<file path="src/rtl/fetch_stage_pkg.sv">
// rtl/fetch_stage_pkg.sv - shared types and constants for the fetch stage
package fetch_stage_pkg;

  typedef enum logic [1:0] {
    ST_FETCH = 2'd0,
    ST_HOLD  = 2'd1,
    ST_DRAIN = 2'd2
  } fetch_state_e;

  localparam logic [15:0] PC_INC = 16'd2;
  localparam logic [15:0] NOP    = 16'h0000;

  // Instructions are halfword aligned; the low address bit is never honoured.
  function automatic logic [15:0] align_pc(input logic [15:0] addr);
    return {addr[15:1], 1'b0};
  endfunction

endpackage

</file>
<file path="src/rtl/fetch_stage_if.sv">
// rtl/fetch_stage_if.sv - instruction-memory request/ack bus
interface fetch_stage_if;

  logic        imem_req;
  logic [15:0] imem_addr;
  logic        imem_ack;
  logic [15:0] imem_rdata;

  modport master (output imem_req, output imem_addr, input imem_ack, input imem_rdata);
  modport slave  (input imem_req, input imem_addr, output imem_ack, output imem_rdata);

endinterface

</file>
<file path="src/rtl/register_16b.sv">
// rtl/register_16b.sv - 16-bit enabled register with synchronous reset value
module register_16b #(
  parameter logic [15:0] RST_VAL = 16'h0000
) (
  input  logic        clk,
  input  logic        rst,
  input  logic        en_i,
  input  logic [15:0] d_i,
  output logic [15:0] q_o
);

  logic [15:0] q_q;

  always_ff @(posedge clk) begin
    if (rst) begin
      q_q <= RST_VAL;
    end else if (en_i) begin
      q_q <= d_i;
    end
  end

  assign q_o = q_q;

endmodule

</file>
<file path="src/rtl/fetch_stage.sv">
// rtl/fetch_stage.sv - instruction fetch with stall hold buffer and redirect drain
module fetch_stage
  import fetch_stage_pkg::*;
#(
  parameter logic [15:0] RESET_PC = 16'h0000
) (
  input  logic                 clk,
  input  logic                 rst,
  input  logic                 stall,
  input  logic                 redirect,
  input  logic [15:0]          redirect_pc,
  fetch_stage_if.master        imem,
  output logic [15:0]          inst_data,
  output logic [15:0]          pc,
  output logic                 ifid_write,
  output logic                 flush
);

  fetch_state_e state_q, state_d;

  logic [15:0] fetch_pc_q, fetch_pc_d;
  logic        fetch_pc_en;
  logic [15:0] hold_data_q, hold_pc_q;
  logic        hold_en;
  logic [15:0] target_q;
  logic        target_en;
  logic [15:0] redir_pc;

  assign redir_pc = align_pc(redirect_pc);

  register_16b #(.RST_VAL(RESET_PC)) u_fetch_pc (
    .clk(clk), .rst(rst), .en_i(fetch_pc_en), .d_i(fetch_pc_d), .q_o(fetch_pc_q)
  );

  register_16b #(.RST_VAL(16'h0000)) u_hold_data (
    .clk(clk), .rst(rst), .en_i(hold_en), .d_i(imem.imem_rdata), .q_o(hold_data_q)
  );

  register_16b #(.RST_VAL(16'h0000)) u_hold_pc (
    .clk(clk), .rst(rst), .en_i(hold_en), .d_i(fetch_pc_q), .q_o(hold_pc_q)
  );

  register_16b #(.RST_VAL(16'h0000)) u_target (
    .clk(clk), .rst(rst), .en_i(target_en), .d_i(redir_pc), .q_o(target_q)
  );

  always_ff @(posedge clk) begin
    if (rst) begin
      state_q <= ST_FETCH;
    end else begin
      state_q <= state_d;
    end
  end

  // Delivery must be combinational so a zero-wait ack reaches IF/ID in the same cycle.
  always_comb begin
    state_d       = state_q;
    fetch_pc_en   = 1'b0;
    fetch_pc_d    = fetch_pc_q;
    hold_en       = 1'b0;
    target_en     = 1'b0;
    imem.imem_req = 1'b0;
    ifid_write    = 1'b0;
    inst_data     = NOP;
    pc            = NOP;
    if (!rst) begin
      case (state_q)
        ST_FETCH: begin
          imem.imem_req = 1'b1;
          if (redirect) begin
            if (imem.imem_ack) begin
              fetch_pc_en = 1'b1;
              fetch_pc_d  = redir_pc;
            end else begin
              target_en = 1'b1;
              state_d   = ST_DRAIN;
            end
          end else if (imem.imem_ack) begin
            fetch_pc_en = 1'b1;
            fetch_pc_d  = fetch_pc_q + PC_INC;
            if (stall) begin
              hold_en = 1'b1;
              state_d = ST_HOLD;
            end else begin
              ifid_write = 1'b1;
              inst_data  = imem.imem_rdata;
              pc         = fetch_pc_q;
            end
          end
        end
        ST_HOLD: begin
          if (redirect) begin
            fetch_pc_en = 1'b1;
            fetch_pc_d  = redir_pc;
            state_d     = ST_FETCH;
          end else if (!stall) begin
            ifid_write = 1'b1;
            inst_data  = hold_data_q;
            pc         = hold_pc_q;
            state_d    = ST_FETCH;
          end
        end
        ST_DRAIN: begin
          // The stale request stays on the bus until acked; the newest redirect wins.
          imem.imem_req = 1'b1;
          target_en     = redirect;
          if (imem.imem_ack) begin
            fetch_pc_en = 1'b1;
            fetch_pc_d  = redirect ? redir_pc : target_q;
            state_d     = ST_FETCH;
          end
        end
        default: state_d = ST_FETCH;
      endcase
    end
  end

  assign imem.imem_addr = fetch_pc_q;
  assign flush          = rst | redirect | (!ifid_write & !stall);

endmodule

</file>
<file path="src/flat_wrapper.sv">
// flat-port wrapper written by rule: the top's interface ports become plain ports
module fetch_stage_flat import fetch_stage_pkg::*;
#(
  parameter logic [15:0] RESET_PC = 16'h0000
)
  (clk, rst, stall, redirect, redirect_pc, inst_data, pc, ifid_write, flush, imem_imem_req, imem_imem_addr, imem_imem_ack, imem_imem_rdata);
  fetch_stage_if imem_i ();
  input  logic clk;
  input  logic rst;
  input  logic stall;
  input  logic redirect;
  input  logic [15:0] redirect_pc;
  output logic [15:0] inst_data;
  output logic [15:0] pc;
  output logic ifid_write;
  output logic flush;
  output wire logic [$bits(imem_i.imem_req)-1:0] imem_imem_req;
  output wire logic [$bits(imem_i.imem_addr)-1:0] imem_imem_addr;
  input wire logic [$bits(imem_i.imem_ack)-1:0] imem_imem_ack;
  input wire logic [$bits(imem_i.imem_rdata)-1:0] imem_imem_rdata;
  assign imem_imem_req = imem_i.imem_req;
  assign imem_imem_addr = imem_i.imem_addr;
  assign imem_i.imem_ack = imem_imem_ack;
  assign imem_i.imem_rdata = imem_imem_rdata;
  fetch_stage #(.RESET_PC(RESET_PC)) u_core (.clk(clk), .rst(rst), .stall(stall), .redirect(redirect), .redirect_pc(redirect_pc), .imem(imem_i), .inst_data(inst_data), .pc(pc), .ifid_write(ifid_write), .flush(flush));
endmodule
</file>
<file path="config.mk">
export PLATFORM = sky130hd
export DESIGN_NAME = fetch_stage_flat
export DESIGN_NICKNAME = d
export VERILOG_FILES = /design/src/rtl/fetch_stage_pkg.sv /design/src/rtl/fetch_stage_if.sv /design/src/rtl/register_16b.sv /design/src/rtl/fetch_stage.sv /design/src/flat_wrapper.sv
export SDC_FILE = /design/constraint.sdc
export NUM_CORES = 1
export LEC_CHECK = 0
export CORE_AREA = 5 5 88 90
export CTS_CLUSTER_DIAMETER = 100
export DETAILED_ROUTE_END_ITERATION = 8
export DIE_AREA = 0 0 93 95
export GPL_TIMING_DRIVEN = 0
export PLACE_DENSITY = 0.84
export RECOVER_POWER = 25
export SLEW_MARGIN = 0
export SYNTH_ARGS = -nofsm -noshare
export SYNTH_HDL_FRONTEND = slang
export SYNTH_SLANG_ARGS = --single-unit
</file>
<file path="constraint.sdc">
create_clock -name clk -period 4.85 [get_ports clk]
set_input_delay 0.485 -clock clk [delete_from_list [all_inputs] [get_ports clk]]
set_output_delay 0.485 -clock clk [all_outputs]
set_load 0.01 [all_outputs]
</file>
Word level (Yosys, flattened, before mapping):

Cells that the tools add are included.

* bits in registers: 65
* logic and storage cells: 75

* add/sub/neg operators: 1
* equality and inequality tests: 9
* muxes and demuxes: 50
* bitwise logic cells: 3
* reduce and logical (&&, ||, !) cells: 7

Operator list (count)
* $mux W16: 18
* $pmux W16 S2: 2
* $pmux W16 S3: 1
* $mux W1: 18
* $add A16 B2 Y16 const B: 1
* $mux W2: 7
* $ne A3 B3 Y1 const B: 4
* $reduce_and A5 Y1: 2
* $ne A2 B2 Y1 const B: 3
* $pmux W1 S2: 3
* $pmux W2 S3: 1
* $reduce_bool A3 Y1: 1
* $eq A2 B1 Y1 const B: 1
* $eq A2 B2 Y1 const B: 1
* $logic_not A1 Y1: 2
* $logic_not A2 Y1: 1
* $or A1 B1 Y1: 2
* $reduce_or A2 Y1: 1
* $and A1 B1 Y1: 1

Logic depth before layout (Yosys ltp):

* depth in word-level cells: 8
* gate-level depth with buffers: 8
* mapped depth without buffers: 6

Hierarchy:

A second synthesis with hierarchy kept.

* cell total of the unflattened synthesis: 502
* area, all modules: 4046.4 sq um

By module, submodules not included
* register_16b: instances 4, cells an instance 52, area each 580.6 sq um
* fetch_stage: instances 1, cells an instance 294, area each 1724.2 sq um

Least setup slack after synthesis:

OpenSTA, ideal clock, no wires.

* kind: input port to output port
* start point: input port redirect
* end point: output port inst_data[0]
* arrival time: 1.770 ns
* required time: 4.365 ns
* setup slack: 2.595 ns
* cell stages on the path: 7
* buffers on the path: 3
* path through: clkbuf_2 -> and2b_2 -> nor2b_1 -> clkbuf_1 -> clkbuf_1 -> a22oi_1 -> nor2_1

* word-level cells in the longest chain between the ends: 3
* elaborated cells between the ends (all ways): 4

Ends and longest elaborated chain
* start: declaration: line flat_wrapper.sv:11 `input logic redirect;`
* $mux W16, on equally long branches: line fetch_stage.sv:92, fetch_stage.sv:70
* $pmux W16 S2 (*): line fetch_stage.sv:67 `case (state_q)`
* $mux W16 (*): line fetch_stage.sv:66 `if (!rst) begin`
* end: declaration: line flat_wrapper.sv:13 `output logic [15:0] inst_data;`

Every way passes the cells marked *; elsewhere a longest branch is shown, timed or not.

Worst setup path in the final report:

* start point: register u_core.state_q[0]
* end point: output port pc[14]

* word-level cells in the longest chain between the ends: 3
* elaborated cells between the ends (all ways): 4

Ends and longest elaborated chain
* start: declaration: line fetch_stage.sv:19 `fetch_state_e state_q, state_d;`
* start signal: assignment: line fetch_stage.sv:51 `state_q <= state_d;`
* $eq A2 B1 Y1 or $logic_not A2 Y1 (tied branches): line fetch_stage.sv:67
* $pmux W16 S2 (*): line fetch_stage.sv:67
* $mux W16 (*): line fetch_stage.sv:66
* end: declaration: line flat_wrapper.sv:14 `output logic [15:0] pc;`

Marked as above.

==> results.toml <==
[floorplan]
rows = 31
chipWidth_um = 93
dieArea_um2 = 8835
core-area_um2 = 6982
ios = 88
initial_utilization = 0.5124
dieHeight_um = 95

[grt]
busiest_layer = "met2"
grt_pass1_vias = 3512
grt_overflow = 0
grt_util_all_layers = 0.2390
grt_max_degree = 11
met2_usage = 0.4139
grt_use_met3 = 0.04701
grt_pass1_wl_um = 16950
met1_usage = 0.3005
antenna_found_initial = 0

[detailed_routing]
vias_per_cell = 5.806
post_drt_wl_per_cell_um = 16.19
routed_wl_um = 10490
drt_iter0_markers = 229
drc_errors = 0
ant_nets = 0
first_pass_iters = 4
via_count = 3762

[setup_path]
critical_path_class = "reg -> out"
critPathMaxFanout = 10
path_delay_family = "buffers and inverters"
start_kind = "flop"
cp.arrival_ps = 3010
crit_chain = "ha_1, and2b_2, nor2b_1, clkbuf_1, clkbuf_1, a22oi_1, nor2_1, clkdlybuf4s50_1"
path_buf_inv = 3
cp_common_cell = "clkbuf_1"
end_kind = "primary output"
critPathMaxStageDelay_ps = 550
required_ps = 4370
cpMaxStageDelayCell = "clkdlybuf4s50_1"

[synth]
yosys_warnings = 0
ys_top_cells_by_area = "dfxtp_1 (35%), nand2_1 (7.6%), a21oi_1 (7.1%)"
yosys.cell_types.count = 60
synth_top_area_share = 0.3526
synth_seq_cells = 63
syn_inst = 466
synth.avg_cell_area_um2 = 7.676
synthArstFlopShare = 0
synth_flop_cell = "dfxtp_1"
synth_edf_count = 0
synth_top_area_cell = "dfxtp_1"
synth_area_um2 = 3577
ys_seq_area_frac = 0.3526

[final_layout]
area_growth_pct = 31.06
layout.nets = 603
instances_no_fill = 648
num-fill-cells = 600
final_area_um2 = 4688
diodes = 0
drive_gt1_frac = 0.06360

[sta]
fin_crit_sh = 0.7203
tightest_slew_ps = 686.7
clock_skew_ps = 5.239
rsz0062_at_grt = "false"
period_minus_slack_ps = 3494
slew_viol_final = 0
finalSetupViolations = 0
setup_ws_ps = 1356
fmax_mhz = 286.2
maxSlewHeadroom = 0.5422
tns_ps = 0
hold_viol = 0

[cts]
cts_resized = 0
cts_made_buffers = 9
hold_buffers = 0
cts.sinks = 63
htreeDepth = 3
clk_latency_ps = 350
clkSlewWorstSetupHoldPaths_ps = 70
cts-root-buf = "clkbuf_8"
post-cts-setup-buffers = 0
ctsLongestPathBuffers = 2
cts_tree = "done"

[power_and_ir_drop]
switchingPower_uw = 459.7
ir_worst_vdd_uv = 176.2
power.internal_uw = 927.0
power.share.clock = 0.302
power_leakage_uw = 0.001701
power_density_nw_per_um2 = 295.8
swShare = 0.3315
comb_power_share = 0.270
seqPwrFrac = 0.428

[placement]
portBuffers = 83
place_inst = 632
place_area_um2 = 4514
dpl_worst_slack_ps = 1608
place_congestion = 0.9493
dp_hpwl_um = 7860

[hold_path]
hp-class = "reg -> reg"

[job]
maxCapViolCount = 0

[status]
status = "finished, final reports clean"
[path summary, 6_finish.rpt]
check | start | cells after the start | end | slack [ps]
setup / recovery | u_core.state_q[0] | 8 | pc[14] | 1360
hold / removal | u_core.u_hold_pc.q_o[8] | 2 | u_core.u_hold_pc.q_o[8] | 460
setup reg to reg | u_core.state_q[0] | 8 | u_core.u_target.q_o[6] | 2310
hold reg to reg | u_core.u_hold_pc.q_o[8] | 2 | u_core.u_hold_pc.q_o[8] | 460
[placed cells by master, fill, tap and decap left out, drive strengths merged, types with 3 or more instances in the layout]
master,Yosys,final
a221oi,5,5
dlygate4sd3,0,15
a311oi,3,3
and3,4,4
inv,7,7
dfxtp,63,63
clkdlybuf4s50,0,68
o21ai,9,9
and4,6,6
a211oi,12,12
nand2,72,72
a21oi,51,51
ha,5,5
mux2i,18,18
clkbuf,33,48
nand3,10,10
nor2b,3,3
nor2,62,62
a22oi,33,33
nand4,6,6
a21boi,5,5
o31ai,4,4
buf,10,8
nand2b,6,6
[routing by layer]
layer  part of all wire  wire [µm]
met2               0.48       4994
met5                  0          0
met4              0.012        131
met1               0.43       4523
met3              0.080        839
[synth_stat cells, drive strengths merged, types with 7 or more instances]
library cell,n
buf,10
nand3,10
a21oi,51
clkbuf,33
nor2,62
inv,7
a22oi,33
o21ai,9
nand2,72
dfxtp,63
mux2i,18
a211oi,12
[tightest hold or removal path: cells and delay by family (launching register included)]
kind	cells	cell delay, ps
and+or+nand+nor	1	50
DFF	1	310
AOI/OAI and AO/OA	1	50
[state kept, by name, summed over array words and instances (netlist names)]
name / flops
u_core.u_hold_pc.q_o: 15
u_core.u_fetch_pc.q_o: 15
u_core.u_hold_data.q_o: 16
u_core.state_q: 2
u_core.u_target.q_o: 15
[stage by stage]
| stage | util | hold slack, ps | total power (µW) |
|---|---|---|---|
| 6_report | 0.6715 | 456.9 | 1387 |
| 5_1_grt | 0.6715 | 478.0 | 1450 |
| 4_1_cts | 0.6719 | 457.9 | 1395 |
| 3_3_place_gp | 0.6466 | 441.0 | 972.2 |
| 3_5_place_dp | 0.6466 | 448.1 | 980.5 |
| 2_1_floorplan | - | 436.8 | 830.9 |
[cells by family after synthesis]
family,share of synthesized area
and+or+nand+nor,0.2291
xor gates and xnor gates,0.002449
muxes,0.05037
adders and majority gates,0.01749
other,0.001048
buffers and inverters,0.06890
AOI/OAI and AO/OA,0.2781
DFF,0.3526
[area by class of cell]
cell class                 count  area, µm²  area share
multi-input combinational    353       2073      0.4422
sequential                    63       1261      0.2690
timing repair buffer          83      830.8      0.1772
buffer                        44      217.7     0.04644
clock buffer                  13      158.9     0.03389
tap                           82      102.6     0.02188
inverter                       7      26.28    0.005604
clock inverter                 3      17.52    0.003736
[power groups by stage]
stage / clock network (µW) / logic [µW] / registers, µW
floorplan: 0 / 233 / 598
global placement: 0 / 369 / 603
detailed placement: 0 / 376 / 605
CTS: 424 / 378 / 593
global route: 443 / 408 / 598
finish: 419 / 374 / 593
(Power assumes the default switching activity.)
